**config.mk**
```make
export PLATFORM = sky130hd
export DESIGN_NAME = vrf_wb_seq
export DESIGN_NICKNAME = d
export VERILOG_FILES = /design/src/rtl/vrf_wb_seq.sv
export SDC_FILE = /design/constraint.sdc
export NUM_CORES = 1
export LEC_CHECK = 0
export ABC_AREA = 1
export CORE_ASPECT_RATIO = 0.5
export CORE_MARGIN = 3
export CORE_UTILIZATION = 57
export DETAILED_ROUTE_END_ITERATION = 16
export DONT_BUFFER_PORTS = 1
export HOLD_SLACK_MARGIN = 0.15
export PLACE_DENSITY = 0.72
export SLEW_MARGIN = 30
export SYNTH_ARGS = -nofsm -noshare
export SYNTH_HDL_FRONTEND = slang
export SYNTH_SLANG_ARGS = --single-unit
```
**constraint.sdc**
```tcl
create_clock -name clk_i -period 2.15 [get_ports clk_i]
set_input_delay 0.3225 -clock clk_i [delete_from_list [all_inputs] [get_ports clk_i]]
set_output_delay 0.3225 -clock clk_i [all_outputs]
set_load 0.01 [all_outputs]
```
**src/rtl/vrf_wb_seq.sv**
```systemverilog
// Writeback sequencer: buffers up to two lane result packets and streams them,
// one element per cycle, into the vector register file write port.
module vrf_wb_seq #(
  parameter  int DATA_WIDTH = 32,
  parameter  int REG_NUM    = 32,
  parameter  int LANES      = 4,
  localparam int ADDR_B     = $clog2(REG_NUM),
  localparam int ELEM_B     = $clog2(LANES)
) (
  input  logic                          clk_i,
  input  logic                          resetn_i,
  input  logic                          res_valid_i,
  output logic                          res_ready_o,
  input  logic [ADDR_B-1:0]             res_addr_i,
  input  logic [LANES*DATA_WIDTH-1:0]   res_data_i,
  input  logic [LANES-1:0]              res_mask_i,
  input  logic [ADDR_B-1:0]             hazard_addr_i,
  output logic                          hazard_o,
  output logic                          wr_req_o,
  output logic                          wr_en_o,
  output logic                          wr_ready_o,
  output logic [ELEM_B-1:0]             wr_elem_cnt_o,
  output logic [ADDR_B-1:0]             wr_addr_o,
  output logic [DATA_WIDTH-1:0]         wdata_o,
  output logic                          busy_o
);

  typedef enum logic [1:0] {IDLE, REQ, WRITE} state_t;

  state_t                        r_state;
  state_t                        w_nextState;
  logic [ADDR_B-1:0]             r_addr [2];
  logic [LANES*DATA_WIDTH-1:0]   r_data [2];
  logic [LANES-1:0]              r_mask [2];
  logic [1:0]                    r_valid;
  logic                          r_rdPtr;
  logic                          r_wrPtr;
  logic [ELEM_B-1:0]             r_cnt;

  logic                          w_push;
  logic                          w_pop;
  logic                          w_full;
  logic                          w_headValid;
  logic [ADDR_B-1:0]             w_headAddr;
  logic [LANES*DATA_WIDTH-1:0]   w_headData;
  logic [LANES-1:0]              w_headMask;
  logic                          w_nextValid;
  logic [LANES-1:0]              w_nextMask;
  logic                          w_lastElem;

  assign w_full      = &r_valid;
  assign w_headValid = r_valid[r_rdPtr];
  assign w_headAddr  = r_addr[r_rdPtr];
  assign w_headData  = r_data[r_rdPtr];
  assign w_headMask  = r_mask[r_rdPtr];
  assign w_nextValid = r_valid[~r_rdPtr];
  assign w_nextMask  = r_mask[~r_rdPtr];
  assign w_lastElem  = (r_cnt == ELEM_B'(LANES - 1));

  // Ready depends only on registered occupancy, so a pop frees space next cycle.
  assign res_ready_o = resetn_i && !w_full;
  assign w_push      = res_valid_i && res_ready_o;
  assign busy_o      = |r_valid;

  always_ff @(posedge clk_i or negedge resetn_i) begin
    if (!resetn_i) begin
      r_valid <= '0;
      r_rdPtr <= 1'b0;
      r_wrPtr <= 1'b0;
      for (int i = 0; i < 2; i++) begin
        r_addr[i] <= '0;
        r_data[i] <= '0;
        r_mask[i] <= '0;
      end
    end else begin
      if (w_push) begin
        r_addr[r_wrPtr]  <= res_addr_i;
        r_data[r_wrPtr]  <= res_data_i;
        r_mask[r_wrPtr]  <= res_mask_i;
        r_valid[r_wrPtr] <= 1'b1;
        r_wrPtr          <= ~r_wrPtr;
      end
      if (w_pop) begin
        r_valid[r_rdPtr] <= 1'b0;
        r_rdPtr          <= ~r_rdPtr;
      end
    end
  end

  always_ff @(posedge clk_i or negedge resetn_i) begin
    if (!resetn_i) begin
      r_state <= IDLE;
      r_cnt   <= '0;
    end else begin
      r_state <= w_nextState;
      r_cnt   <= (r_state == WRITE) ? r_cnt + 1'b1 : '0;
    end
  end

  // A queued packet with work chains straight into REQ, keeping bursts LANES+1 apart.
  always_comb begin
    w_nextState = r_state;
    w_pop       = 1'b0;
    case (r_state)
      IDLE: begin
        if (w_headValid) begin
          if (w_headMask == '0) w_pop = 1'b1;
          else                  w_nextState = REQ;
        end
      end
      REQ:   w_nextState = WRITE;
      WRITE: begin
        if (w_lastElem) begin
          w_pop       = 1'b1;
          w_nextState = (w_nextValid && (w_nextMask != '0)) ? REQ : IDLE;
        end
      end
      default: w_nextState = IDLE;
    endcase
  end

  always_comb begin
    wr_req_o      = 1'b0;
    wr_en_o       = 1'b0;
    wr_ready_o    = 1'b0;
    wr_elem_cnt_o = '0;
    wr_addr_o     = '0;
    wdata_o       = '0;
    case (r_state)
      REQ: begin
        wr_req_o  = 1'b1;
        wr_addr_o = w_headAddr;
      end
      WRITE: begin
        wr_en_o       = w_headMask[r_cnt];
        wr_ready_o    = w_lastElem;
        wr_elem_cnt_o = r_cnt;
        wr_addr_o     = w_headAddr;
        wdata_o       = w_headData[int'(r_cnt)*DATA_WIDTH +: DATA_WIDTH];
      end
      default: ;
    endcase
  end

  always_comb begin
    hazard_o = 1'b0;
    for (int i = 0; i < 2; i++) begin
      if (r_valid[i] && (r_addr[i] == hazard_addr_i)) hazard_o = 1'b1;
    end
  end

endmodule

```
==> out/qor.yml, run 1 <==
io_pins: 190
max-vdd-ir-drop_v: 0.000779
htreeDepth: 1
violations: "hold timing, setup timing"
cts_root_buf: "clkbuf_16"
maxCapViolCount: 0
cts_buffers: 25
critPathArrivalTime_ns: 2.18
die_h_um: 114
drt_first_iter_violations: 1564
final-max-slew-violation-count: 0
timing.final.crit_share_pct: 116
synthXorXnorAreaFrac_pct: 0.131
routed_wl_um: 42400
setup_slack_ns: -0.349
multi_input_area_um2: 5710
final_cell_mix: "nand2_1, dfrtp_1, o21ai_0"
crit_path_end_kind: "output pin"
post-dp-hpwl_um: 24500
grt_antenna_before_repair: 2
synthCells: 1749
syn_area_per_cell_um2: 7.64
track_usage_pct: 31.6
clkTransAtPathRegs_ns: 0.07
total_power_w: 0.0257
setup_viol: 38
synth_area_um2: 13400
grt.overflow.total: 0
grtUsageMet2_pct: 48.2
synthMuxAreaShare_pct: 0
fin_area_um2: 17100
via_per_inst: 5.76
fin_crit_ns: 2.50
initial_utilization_pct: 59.8
dieWidth_um: 223
synth_top_family_by_area: "simple AND/OR/NAND/NOR gates"
synth-seq-area-share_pct: 52.8
worstHoldPathType: "primary input to async pin"
cp.required_ns: 1.83
mostFrequentLayoutCell: "nand2_1"
nNetsFinal: 2026
placed_area_um2: 13600
hold_buffers: 138
num_rows: 38
leakagePower_nw: 8.34
avgRoutedWirePerCell_um: 19.3
rsz0062_at_grt: "yes"
synth.net_count: 1899
clock_skew_ns: 0.0149
grt-busiest-layer: "met2"
numPortBuffers: 0
grt_pass1_wl_um: 64400
hold_viol_final: 282
grtUsageMet3_pct: 6.66
synthSimpleGateAreaFrac_pct: 22.1
syn2layout_area_growth_pct: 27.9
cts_sinks: 282
n_fill_cell: 1545
max_slew_margin_pct: 39.4
criticalPathCategory: "flop to output pin"
drc: 0
hold_ws_ns: -0.518
dp.cells: 1981
vias: 12600
grt_max_degree: 284
power_per_cell_area_nw_per_um2: 1500
drive_above_1_share_pct: 12.7
core-area_um2: 22300
fin_util_pct: 76.5
gp_congestion: 0.905
ant_nets: 0
cts_buffer_depth: 3
tightest_slew_ns: 0.910
insertion_delay_ns: 0.54
place_ws_ns: 0.114
yosys_warnings: 0
yosysUniqueCellTypes: 27
fmax_mhz: 400
stdcell_count: 2194
outcome: "finished with violations"
ff_latch_area_um2: 7060
crit_fanout: 4
start_kind: "flop"
first_pass_iters: 7
synth-compound-area-share_pct: 15.8
tritoncts: "yes"
grt_pass1_vias: 11800
synthAdderAreaFrac_pct: 0.468
use_met1_pct: 47.2
synth.ff_latch_count: 282
dieArea_um2: 25400
-- worst max-delay path: stages, from the launching register on --
cell and delay, ns:
dfrtp_4 0.50, buf_6 0.18, clkbuf_16 0.17, clkbuf_16 0.14
o21ai_0 0.18, o21ai_1 0.09, inv_1 0.10, o21ai_1 0.11
buf_4 0.17
-- per-layer routing --
layer | wire length, um | up-vias
li1 | - | 5751
met1 | 18500 | 6137
met2 | 18900 | 653
met3 | 4040 | 92
met4 | 968 | 2
met5 | 13 | -
-- cell type report --
type | count | area share [%]
clock inverters | 7 | 0.402
repair buffers | 209 | 14.9
multi-input cells | 1204 | 33.4
clock buffers | 37 | 4.33
diodes | 1 | 0.0146
well taps | 300 | 2.19
flip-flops and latches | 282 | 41.3
inverters | 154 | 3.46
-- timing repair --
item | CTS | global route
pin swaps | 13 | 43
cloned | 8 | 10
buffers inserted | 8 | 5
gates resized for setup | 183 | 117
endpoints found under the hold margin | 557 | 282
endpoints found under the setup margin | 38 | 38
-- registers in the layout, indices dropped and copies added (netlist names) --
register and flops:
r_data 256, r_addr 10, r_mask 8, r_cnt 2
r_state 2, r_valid 2, r_rdPtr 1, r_wrPtr 1
-- power breakdown --
group | switching [W] | total, W | leakage [nW] | internal (W)
registers | 0.00132 | 0.00912 | 3.49 | 0.00780
clock network | 0.00204 | 0.00455 | 0.395 | 0.00251
logic | 0.00742 | 0.0121 | 4.45 | 0.00464
-- logic make-up after synthesis --
family	after synthesis
fa+ha+maj	5
xor+xnor	2
flops	282
simple gates	777
compound gates	419
buf+inv	264
-- cells in the mapped netlist, drive strengths merged --
cell | n | area share, %
a211oi | 1 | 0.056
a21boi | 2 | 0.11
a21oi | 103 | 3.9
and2 | 1 | 0.066
buf | 68 | 3.2
clkbuf | 42 | 1.2
clkinv | 1 | 0.028
dfrtp | 282 | 53
ha | 5 | 0.47
inv | 153 | 4.3
nand2 | 717 | 20
nand3 | 11 | 0.45
nor2 | 44 | 1.3
nor3 | 2 | 0.075
o211ai | 1 | 0.056
o21ai | 309 | 12
o22ai | 3 | 0.14
or2 | 2 | 0.094
xor2 | 2 | 0.13
-- through the flow --
stage	hold WS, ns	TNS [ns]
4_1_cts	-0.536	-7.31
3_3_place_gp	0.0351	0
2_1_floorplan	0.0269	0
6_report	-0.518	-8.20
5_1_grt	-0.536	-10.30
3_5_place_dp	0.0334	0
-- path summary, 6_finish.rpt --
| check | endpoint | start | cells past startpoint | slack [ns] |
|---|---|---|---|---|
| max reg2reg | r_state[0] | r_rdPtr | 12 | 0.30 |
| min in group clk_i | r_data[108] | res_valid_i | 4 | 0.20 |
| min | r_data[83] | resetn_i | 0 | -0.52 |
| max | wdata_o[6] | r_rdPtr | 8 | -0.35 |
| max in group asynchronous | r_data[77] | resetn_i | 0 | 1.92 |
| min reg2reg | r_data[172] | r_data[172] | 2 | 0.47 |
(Power assumes the default switching activity.)
==> run 2, diff against run 1 <==
--- a/config.mk
+++ b/config.mk
@@ -7,13 +7,12 @@
 export LEC_CHECK = 0
 export ABC_AREA = 1
 export CORE_ASPECT_RATIO = 0.5
-export CORE_MARGIN = 3
-export CORE_UTILIZATION = 57
+export CORE_MARGIN = 4
+export CORE_UTILIZATION = 64
 export DETAILED_ROUTE_END_ITERATION = 16
 export DONT_BUFFER_PORTS = 1
 export HOLD_SLACK_MARGIN = 0.15
-export PLACE_DENSITY = 0.72
-export SLEW_MARGIN = 30
+export PLACE_DENSITY = 0.8
 export SYNTH_ARGS = -nofsm -noshare
 export SYNTH_HDL_FRONTEND = slang
 export SYNTH_SLANG_ARGS = --single-unit
==> run 2 against run 1 <==
The flow still finishes with violations (hold timing, setup timing); utilization up 4.2 points; worst hold slack worse by 0.0069 ns; critical path depth did not move; highest routed layer is now met4; non-clock buffer count decreased by 18; die area fell by 8.0%; count of clock-buffer cells in the layout is the same; sequential share of layout area up 1.3 points; largest power group unchanged.
==> out/qor.yml, run 2 (synthesized netlist as in run 1, its figures left out) <==
avgRoutedWirePerCell_um: 20.2  # was 19.3 um
crit_path_end: "wdata_o[13]"  # was wdata_o[6]
grt_pass1_wl_um: 64700  # was 64400 um
dieArea_um2: 23400  # was 25400 um^2
core-area_um2: 20600  # was 22300 um^2
max_slew_margin_pct: 57.9  # was 39.4%
grt_pass1_vias: 12000  # was 11800
gp_congestion: 0.923  # was 0.905
post-dp-hpwl_um: 24300  # was 24500 um
vias: 13000  # was 12600
via_per_inst: 6.06  # was 5.76
leakagePower_nw: 8.18  # was 8.34 nW
hold_viol_final: 282  # unchanged
reg.largest.list: "r_data (256), r_addr (10), r_mask (8)"  # unchanged
maxCapViolCount: 0  # unchanged
startpoint: "r_rdPtr"  # unchanged
die_h_um: 110  # was 114 um
clock_skew_ns: 0.00911  # was 0.0149 ns
r2r_slack_ns: 0.30  # about the same
tightest_slew_ns: 0.632  # was 0.910 ns
reg2reg_to: "r_state[0]"  # unchanged
largest_reg_flops: 256  # unchanged
reg2reg_from: "r_rdPtr"  # unchanged
total_power_w: 0.0247  # was 0.0257 W
n_fill_cell: 1298  # was 1545
crit_fanout: 9  # was 4
start_kind: "flop"  # unchanged
dp.cells: 1942  # was 1981
htreeDepth: 1  # unchanged
insertion_delay_ns: 0.53  # was 0.54 ns
clkTransAtPathRegs_ns: 0.07  # about the same
grt.overflow.total: 0  # unchanged
cts_buffer_depth: 3  # unchanged
hold_ws_ns: -0.525  # was -0.518 ns
tritoncts: "yes"  # unchanged
setup_viol: 33  # was 38
setup_slack_ns: -0.338  # was -0.349 ns
violations: "hold timing, setup timing"  # unchanged
fmax_mhz: 402  # was 400 MHz
ff2ff_path_depth: 10  # was 12
drc: 0  # unchanged
placed_area_um2: 13500  # was 13600 um^2
drive_above_1_share_pct: 9.39  # was 12.7%
max-vdd-ir-drop_v: 0.000826  # was 0.000779 V
cp.required_ns: 1.83  # about the same
syn2layout_area_growth_pct: 24.1  # was 27.9%
ant_nets: 0  # unchanged
top_register: "r_data"  # unchanged
grt_antenna_before_repair: 0  # was 2
initial_utilization_pct: 65.0  # was 59.8%
criticalPathCategory: "flop to output pin"  # unchanged
mostFrequentLayoutCell: "nand2_1"  # unchanged
dieWidth_um: 212  # was 223 um
outcome: "finished with violations"  # unchanged
fin_area_um2: 16600  # was 17100 um^2
cts_buffers: 24  # was 25
rsz0062_at_grt: "yes"  # unchanged
power_per_cell_area_nw_per_um2: 1490  # was 1500 nW/um^2
cts_sinks: 282  # unchanged
final_cell_mix: "nand2_1, dfrtp_1, o21ai_0"  # unchanged
worstHoldPathType: "primary input to async pin"  # unchanged
track_usage_pct: 35.2  # was 31.6%
tns_ns: -7.01  # was -8.20 ns
cts_root_buf: "clkbuf_16"  # unchanged
first_pass_iters: 7  # unchanged
final-max-slew-violation-count: 0  # unchanged
hold_buffers: 138  # unchanged
crit_path_end_kind: "output pin"  # unchanged
stdcell_count: 2151  # was 2194
grt_max_degree: 284  # unchanged
critPathArrivalTime_ns: 2.17  # was 2.18 ns
drt_first_iter_violations: 2198  # was 1564
routed_wl_um: 43500  # was 42400 um
fin_crit_ns: 2.49  # was 2.50 ns
timing.final.crit_share_pct: 116  # about the same
io_pins: 190  # unchanged
numPortBuffers: 0  # unchanged
num_rows: 37  # was 38
nNetsFinal: 2009  # was 2026
-- run 2: cell types whose count changed in the layout (fill, tap and decap cells not counted), moves of 4 or more --
cell       change
buf_4          -7
inv_2          -6
clkbuf_16      -5
buf_16         -5
o21ai_0       +46
o21ai_1       -18
inv_1          +5
a21oi_4        -7
o21ai_4        -8
a21oi_1       +11
o21ai_2       -20
a21oi_2        -4
-- run 2: where the power goes --
part	switching [W]	internal [W]
registers	0.00135	0.00780
logic	0.00689	0.00386
clock network	0.00202	0.00275
total	0.0103	0.0144
-- run 2: metal layers --
metal,track usage [%],up-vias,wire [um]
li1,-,5706,-
met4,11.6,0,1670
met2,54.2,943,19400
met1,50.5,6198,17400
met3,8.11,179,5050
met5,0,-,0
-- run 2: worst max-delay path, cell delays in order (launching register included) --
cell	delay [ns]
dfrtp_4	0.57
buf_12	0.19
buf_12	0.15
a21oi_2	0.12
o21ai_1	0.07
o21ai_1	0.09
inv_1	0.11
o21ai_2	0.18
buf_4	0.15
-- run 2: worst min path at each step --
stage	startpoint	end	slack, ns	cells after the start
after floorplan	resetn_i	r_addr[0]	0.03	0
after global placement	resetn_i	r_data[79]	0.03	0
after detailed placement	resetn_i	r_data[81]	0.03	0
after CTS	resetn_i	r_data[251]	-0.52	0
after global routing	resetn_i	r_data[79]	-0.54	0
final	resetn_i	r_data[79]	-0.52	0
-- run 2: final cells by class --
type | count | area, um^2 | area share, %
flip-flops and latches | 282 | 7060 | 42.6
multi-input cells | 1206 | 5490 | 33.1
repair buffers | 191 | 2270 | 13.7
clock buffers | 37 | 711 | 4.28
inverters | 154 | 598 | 3.60
well taps | 273 | 342 | 2.06
clock inverters | 5 | 125 | 0.754
diodes | 3 | 7.51 | 0.0452
-- run 2: timing repair --
item                                   in CTS  in global routing
endpoints found under the hold margin     557                282
cloned                                      9                  4
buffers inserted                            6                  8
gates resized for setup                   111                 71
setup endpoints to repair                  33                 38
pin swaps                                  12                 18
-- run 2: metrics by stage --
step           setup slack [ns]  utilization (%)
2_1_floorplan             0.258                -
3_3_place_gp              0.153             65.9
3_5_place_dp             0.0883             65.9
4_1_cts                  -0.257             79.0
5_1_grt                  -0.388             80.7
6_report                 -0.338             80.7
==> run 3, diff against run 2 <==
--- a/config.mk
+++ b/config.mk
@@ -12,7 +12,8 @@
 export DETAILED_ROUTE_END_ITERATION = 16
 export DONT_BUFFER_PORTS = 1
 export HOLD_SLACK_MARGIN = 0.15
-export PLACE_DENSITY = 0.8
+export PLACE_DENSITY_LB_ADDON = 0.1
+export SKIP_CTS_REPAIR_TIMING = 1
 export SYNTH_ARGS = -nofsm -noshare
 export SYNTH_HDL_FRONTEND = slang
 export SYNTH_SLANG_ARGS = --single-unit
==> run 3 against run 2 <==
Register-to-register slack improved by 0.12 ns; combinational power decreased by 8%; utilization decreased by 1.4 points; first-iteration DRC count decreased by 21%; largest power group unchanged; highest routed layer unchanged; the flow still finishes with violations (hold timing, setup timing); power decreased by 3.2%; die area unchanged; flip-flop and latch count unchanged; critical path type unchanged; sequential power about the same; clock power increased by 3%; worst hold slack about the same; setup slack got worse by 0.0037 ns.
==> out/qor.yml, run 3 (synthesized netlist as in run 1, its figures left out) <==
mostFrequentLayoutCell: "nand2_1"  # unchanged
ant_nets: 0  # unchanged
gp_congestion: 0.908  # was 0.923
maxCapViolCount: 0  # unchanged
cts_buffers: 25  # was 24
drt_first_iter_violations: 1728  # was 2198
grt.overflow.total: 0  # unchanged
crit_buf_inv: 2  # was 4
grt_pass1_wl_um: 57800  # was 64700 um
leakagePower_nw: 8.08  # was 8.18 nW
max-vdd-ir-drop_v: 0.000756  # was 0.000826 V
setup_viol: 38  # was 33
drc: 0  # unchanged
dieWidth_um: 212  # unchanged
nNetsFinal: 1999  # was 2009
crit_slowest_cell: "dfrtp_4"  # unchanged
grt_max_degree: 284  # unchanged
criticalPathCategory: "flop to output pin"  # unchanged
via_per_inst: 5.81  # was 6.06
setup_slack_ns: -0.342  # was -0.338 ns
cts_sinks: 282  # unchanged
syn2layout_area_growth_pct: 21.9  # was 24.1%
tightest_slew_ns: 0.746  # was 0.632 ns
cts_root_buf: "clkbuf_16"  # unchanged
timing.final.crit_share_pct: 116  # about the same
final-max-slew-violation-count: 0  # unchanged
clock_skew_ns: 0.00902  # was 0.00911 ns
tritoncts: "yes"  # unchanged
routed_wl_um: 40700  # was 43500 um
track_usage_pct: 31.5  # was 35.2%
placed_area_um2: 13600  # was 13500 um^2
core-area_um2: 20600  # unchanged
dieArea_um2: 23400  # unchanged
violations: "hold timing, setup timing"  # unchanged
reg.largest.list: "r_data (256), r_addr (10), r_mask (8)"  # unchanged
max_slew_margin_pct: 50.2  # was 57.9%
max_stage_delay_ns: 0.55  # was 0.57 ns
insertion_delay_ns: 0.54  # was 0.53 ns
post-dp-hpwl_um: 24200  # was 24300 um
cp_cell_sequence: "buf_4, clkbuf_16, a21oi_1, o21ai_0, nand2_1, nand2_2, o21ai_2"  # was buf_12, buf_12, a21oi_2, o21ai_1, o21ai_1, inv_1, o21ai_2, buf_4
place_ws_ns: 0.185  # was 0.0883 ns
rsz0062_at_grt: "yes"  # unchanged
fin_util_pct: 79.3  # was 80.7%
num_rows: 37  # unchanged
outcome: "finished with violations"  # unchanged
die_h_um: 110  # unchanged
n_fill_cell: 1412  # was 1298
grt-busiest-layer: "met1"  # was met2
critPathArrivalTime_ns: 2.17  # about the same
grt_pass1_vias: 10500  # was 12000
top_register: "r_data"  # unchanged
hold_ws_ns: -0.524  # was -0.525 ns
htreeDepth: 1  # unchanged
worstHoldPathType: "primary input to async pin"  # unchanged
start_kind: "flop"  # unchanged
hold_viol_final: 282  # unchanged
cts_buffer_depth: 3  # unchanged
initial_utilization_pct: 65.0  # unchanged
first_pass_iters: 6  # was 7
cp.required_ns: 1.83  # about the same
grtUsageMet3_pct: 9.22  # was 8.11%
final_cell_mix: "nand2_1, dfrtp_1, o21ai_0"  # unchanged
fin_area_um2: 16300  # was 16600 um^2
clkTransAtPathRegs_ns: 0.07  # about the same
avgRoutedWirePerCell_um: 19.0  # was 20.2 um
vias: 12400  # was 13000
crit_path_end_kind: "output pin"  # unchanged
io_pins: 190  # unchanged
crit_fanout: 18  # was 9
cp_top_family: "flip-flops"  # was buffers and inverters
power_per_cell_area_nw_per_um2: 1470  # was 1490 nW/um^2
grt_antenna_before_repair: 1  # was 0
drive_above_1_share_pct: 7.76  # was 9.39%
numPortBuffers: 0  # unchanged
fin_crit_ns: 2.49  # about the same
grtUsageMet2_pct: 45.0  # was 54.2%
largest_reg_flops: 256  # unchanged
use_met1_pct: 47.6  # was 50.5%
fmax_mhz: 401  # was 402 MHz
==> run 3: area by class of cell <==
type	count	area [um^2]	area share, %
Tap cell	273	342	2.10
Inverter	154	587	3.60
Clock inverter	7	118	0.722
Antenna cell	1	2.50	0.0154
Clock buffer	39	778	4.78
Sequential cell	282	7060	43.3
Multi-Input combinational cell	1203	5350	32.8
Timing Repair Buffer	183	2060	12.6
==> run 3: power by group <==
part / switching [W] / internal [W]
Clock: 0.00206 / 0.00285
Combinational: 0.00644 / 0.00341
Sequential: 0.00132 / 0.00780
==> run 3: worst paths after layout <==
| kind | slack (ns) | cells after the start | endpoint | startpoint |
|---|---|---|---|---|
| setup / recovery | -0.34 | 7 | wdata_o[19] | r_rdPtr |
| hold / removal | -0.52 | 0 | r_data[81] | resetn_i |
| setup reg to reg | 0.42 | 7 | r_data[5] | r_valid[0] |
| hold reg to reg | 0.47 | 2 | r_data[131] | r_data[131] |
| max in group asynchronous | 2.04 | 0 | r_data[35] | resetn_i |
| min in group clk_i | 0.26 | 4 | r_data[106] | res_valid_i |
==> run 3: through the flow <==
stage	std cells	setup TNS [ns]	power, W
2_1_floorplan	1749	0	0.0147
3_3_place_gp	1944	0	0.0170
3_5_place_dp	1944	0	0.0174
4_1_cts	1990	-10.60	0.0223
5_1_grt	2142	-10.33	0.0254
6_report	2142	-7.41	0.0239
==> run 3: routing by layer <==
layer	vias up	wire length, um
li1	5684	-
met1	5894	17400
met2	752	17700
met3	109	4550
met4	0	1070
met5	-	0
